**config.mk**
```make
export PLATFORM = sky130hd
export DESIGN_NAME = gray_conv
export DESIGN_NICKNAME = d
export VERILOG_FILES = /design/src/rtl/gray_conv.sv
export SDC_FILE = /design/constraint.sdc
export NUM_CORES = 1
export LEC_CHECK = 0
export BUFFER_PORTS_ARGS = -buffer_cell sky130_fd_sc_hd__buf_2
export CAP_MARGIN = 20
export CELL_PAD_IN_SITES_DETAIL_PLACEMENT = 1
export CELL_PAD_IN_SITES_GLOBAL_PLACEMENT = 1
export CORE_AREA = 2 2 39 41
export CTS_CLUSTER_DIAMETER = 150
export CTS_CLUSTER_SIZE = 12
export DETAILED_ROUTE_END_ITERATION = 10
export DIE_AREA = 0 0 41 43
export PLACE_DENSITY_LB_ADDON = 0.1
export SLEW_MARGIN = 25
export SYNTH_ARGS = -nofsm -noshare
export SYNTH_HDL_FRONTEND = slang
export SYNTH_SLANG_ARGS = --single-unit
```
**constraint.sdc**
```tcl
create_clock -name clk -period 0.8 [get_ports clk]
set_input_delay 0.08 -clock clk [delete_from_list [all_inputs] [get_ports clk]]
set_output_delay 0.08 -clock clk [all_outputs]
set_load 0.02 [all_outputs]
```
**src/rtl/gray_conv.sv**
```systemverilog
// gray_conv: registered binary <-> reflected-binary Gray converter.
// mode_i = 0 converts binary to Gray, mode_i = 1 converts Gray to binary.
// The word, its mode and the valid flag are registered together, so the
// outputs come straight from flops with exactly one cycle of latency.
module gray_conv #(
  parameter int wrd_len = 4
) (
  input  logic               clk,
  input  logic               rst,
  input  logic [wrd_len-1:0] bin_i,
  input  logic               mode_i,
  input  logic               valid_i,
  output logic [wrd_len-1:0] gray_o,
  output logic               valid_o,
  output logic               mode_o
);

  // Binary to Gray: each bit is the XOR of itself and its upper neighbour.
  function automatic logic [wrd_len-1:0] bin2gray(input logic [wrd_len-1:0] b);
    return b ^ (b >> 1);
  endfunction

  // Gray to binary: MSB-first prefix XOR, bit k = XOR of g[wrd_len-1:k].
  // Folding shifted copies keeps this a single combinational XOR tree.
  function automatic logic [wrd_len-1:0] gray2bin(input logic [wrd_len-1:0] g);
    logic [wrd_len-1:0] b;
    b = g;
    for (int i = 1; i < wrd_len; i++) begin
      b = b ^ (g >> i);
    end
    return b;
  endfunction

  logic [wrd_len-1:0] conv_d;
  logic [wrd_len-1:0] gray_d;
  logic [wrd_len-1:0] gray_q;
  logic               valid_d;
  logic               valid_q;
  logic               mode_d;
  logic               mode_q;

  // Select the conversion direction for the word presented this cycle.
  always_comb begin
    conv_d = bin2gray(bin_i);
    case (mode_i)
      1'b0:    conv_d = bin2gray(bin_i);
      1'b1:    conv_d = gray2bin(bin_i);
      default: conv_d = bin2gray(bin_i);
    endcase
  end

  // Next-state: capture a new word on valid, otherwise hold word and mode.
  always_comb begin
    gray_d  = gray_q;
    mode_d  = mode_q;
    valid_d = 1'b0;
    if (valid_i) begin
      gray_d  = conv_d;
      mode_d  = mode_i;
      valid_d = 1'b1;
    end else begin
      gray_d  = gray_q;
      mode_d  = mode_q;
      valid_d = 1'b0;
    end
  end

  // Output registers; reset clears everything immediately, no clock needed.
  always_ff @(posedge clk or posedge rst) begin
    if (rst) begin
      gray_q  <= {wrd_len{1'b0}};
      valid_q <= 1'b0;
      mode_q  <= 1'b0;
    end else begin
      gray_q  <= gray_d;
      valid_q <= valid_d;
      mode_q  <= mode_d;
    end
  end

  assign gray_o  = gray_q;
  assign valid_o = valid_q;
  assign mode_o  = mode_q;

endmodule

```
==> run_results.csv <==
group,metric,value,unit
setup_path,worst_path_max_delay_cell,"dfrtp_2",
setup_path,r2r_setup_slack,0.02,ns
timing,grt_setup_unrepaired,"yes",
synth,ys_ff_latch,6,
die,dieArea,1760,µm²
timing,hold_viol_final,0,
synth,ys_async_sr_fraction,100,%
routing,wire_per_inst,11.4,µm
synth,avgSynthCellArea,11.7,µm²
run_status,violations,"setup timing",
setup_path,worst_path_dominant_cell_family,"flip-flops",
die,row_count,14,
clock_network,h-tree-depth,1,
finish,synthToLayoutAreaGrowth,79.9,%
timing,slew_violations,0,
global_route,track_usage,9.49,%
synth,synth_cell_types,13,
timing,setup_viol,6,
setup_path,worstPathMaxFanout,2,
run_status,status,"complete, but fails checks",
setup_path,crit_path_max_incr_delay,0.40,ns
setup_path,cp-end-kind,"output port",
clock_network,cts.sinks,6,
synth,synthTopCellsByArea,"dfrtp_1 (54%), mux2_2 (8.0%), xnor2_1 (6.3%), xor2_1 (6.3%), mux2_4 (5.4%)",
clock_network,clk_path_buf_depth,2,
routing,viasPerCell,4.24,
job,maxCapViolCount,0,
synth,synth_edf_count,0,
die,core_area,1380,µm²
hold_path,hp-class,"in -> reg",
finish,final_util,36.4,%
synth,synth_nets,32,
timing,setup_slack,-0.0662,ns
setup_path,crit_arrival,0.79,ns
global_route,antenna_found_initial,0,
synth,synth.most_common_cell,"dfrtp_1",
timing,period_minus_slack,0.866,ns
clock_network,clk_pin_slew_worst_paths,0.05,ns
timing,fmax,1150,MHz
timing,clock_skew,0,ns
clock_network,cts_tree,"done",
global_route,met2_usage,12.5,%
setup_path,cp_cell_sequence,"buf_6",
finish,layout-drive-gt1-share,65.2,%
setup_path,worstPathRequired,0.72,ns
synth,yosysTopAreaCellShare,53.6,%
routing,routed-via-count,263,
routing,drc,0,
timing,tightest_slew,0.402,ns
clock_network,cts-root-buf,"clkbuf_4",
global_route,grt_pass1_wl,1.04,mm
die,io-pin-count,14,
synth,synthCells,24,
placement,port_buffers,13,
setup_path,critical_path_buf_inv_count,1,
synth,yosysWarnings,0,
routing,dr.pass1.iters,2,
power_and_ir_drop,vdd_ir_drop_max,0.824,mV
clock_network,clkLatencyLatePin,0.25,ns
global_route,use_met1,10.8,%
die,start_util,20.3,%
power_and_ir_drop,leakage,0.246,nW
setup_path,startpoint_type,"flop",
synth,yosysTopAreaCell,"dfrtp_1",
global_route,grt_pass1_vias,270,
global_route,grt_max_degree,7,
synth,synth-main-ff-cell,"dfrtp_1",
finish,fin_area,504,µm²
timing,relSlewSlack,73.0,%
power_and_ir_drop,p_per_area,1980,nW/µm²
clock_network,cts_buffers,3,
placement,dpl.hpwl,506,µm
setup_path,path_class,"reg -> out",
synth,netlist_top_cells_count,"dfrtp_1 (6), inv_1 (3)",
timing,min_period_over_period,108,%
die,die-height,43,µm
placement,placed_area,384,µm²
global_route,grtUsageMet3,4.71,%
placement,place_congestion,0.681,
synth,seq_area_frac_synth,53.6,%
die,die_x,41,µm
synth,synth_area,280,µm²
global_route,grt_overflow_total,0,
finish,n_antenna_cell,0,
global_route,grt.busiest_layer,"met2",
routing,antenna_left,0,
routing,drt_iter0_drc,3,
routing,wirelength,705,µm
finish,final_nets,55,
-- cell usage in the layout (no fill, tap or decap), types with 2 or more instances in the layout --
master,Yosys,layout
xor2_1,2,2
dfrtp_2,0,3
buf_4,1,4
buf_6,0,7
clkbuf_4,0,3
inv_1,3,3
dfrtp_1,6,3
xnor2_1,2,2
mux2_2,2,2
buf_2,0,7
-- repair_timing --
item	in CTS	in global routing
pin swaps	0	1
endpoints found under the hold margin	6	0
setup endpoints to repair	6	7
hold buffers	1	0
setup buffers	2	0
resized for setup	12	6
-- sequential cells by signal, summed over array words and instances (netlist names) --
signal and flops:
mode_o 1, gray_o 4, valid_o 1
-- routing by layer --
metal	share of wire (%)	routed length (µm)
met1	40	281
met2	50	351
met3	7.2	51
met4	3.0	21
met5	0	0
-- cell families after synthesis --
logic type | after synthesis | share of synthesized area (%)
muxes | 3 | 13.4
and+or+nand+nor | 4 | 6.25
xor gates and xnor gates | 4 | 12.5
buffers and inverters | 4 | 6.70
DFF | 6 | 53.6
AOI/OAI and AO/OA | 3 | 7.59
-- stage by stage --
step	hold slack [ns]	TNS [ns]	std cells	power [mW]	worst slack [ns]
2_1_floorplan	-0.129	-0.0489	24	0.494	-0.0222
3_3_place_gp	0.00752	-0.122	55	0.571	-0.0666
3_5_place_dp	0.0181	-0.154	55	0.576	-0.0861
4_1_cts	0.0123	-0.360	62	0.978	-0.0752
5_1_grt	0.0118	-0.504	62	1.06	-0.0956
6_report	0.0146	-0.322	62	0.999	-0.0662
-- cell type report --
type	instances	area, µm²
clock buffers	4	26.3
repair buffers	19	154
fillers	167	880
multi-input cells	14	139
well taps	16	20.0
inverters	3	11.3
flip-flops and latches	6	154
-- power breakdown --
group / total [mW] / internal [mW] / switching (mW)
clock: 0.317 / 0.190 / 0.127
combinational: 0.311 / 0.174 / 0.137
sequential: 0.371 / 0.345 / 0.0259
-- path summary, 6_finish.rpt --
kind | start | to | cells past startpoint
max | mode_o | mode_o | 1
min | valid_i | valid_o | 1
max reg2reg | gray_o[1] | gray_o[1] | 1
min reg2reg | gray_o[1] | gray_o[1] | 1
max in group asynchronous | rst | gray_o[1] | 3
min in group asynchronous | rst | gray_o[3] | 3
Note: power is estimated with default switching activity, not from simulation.
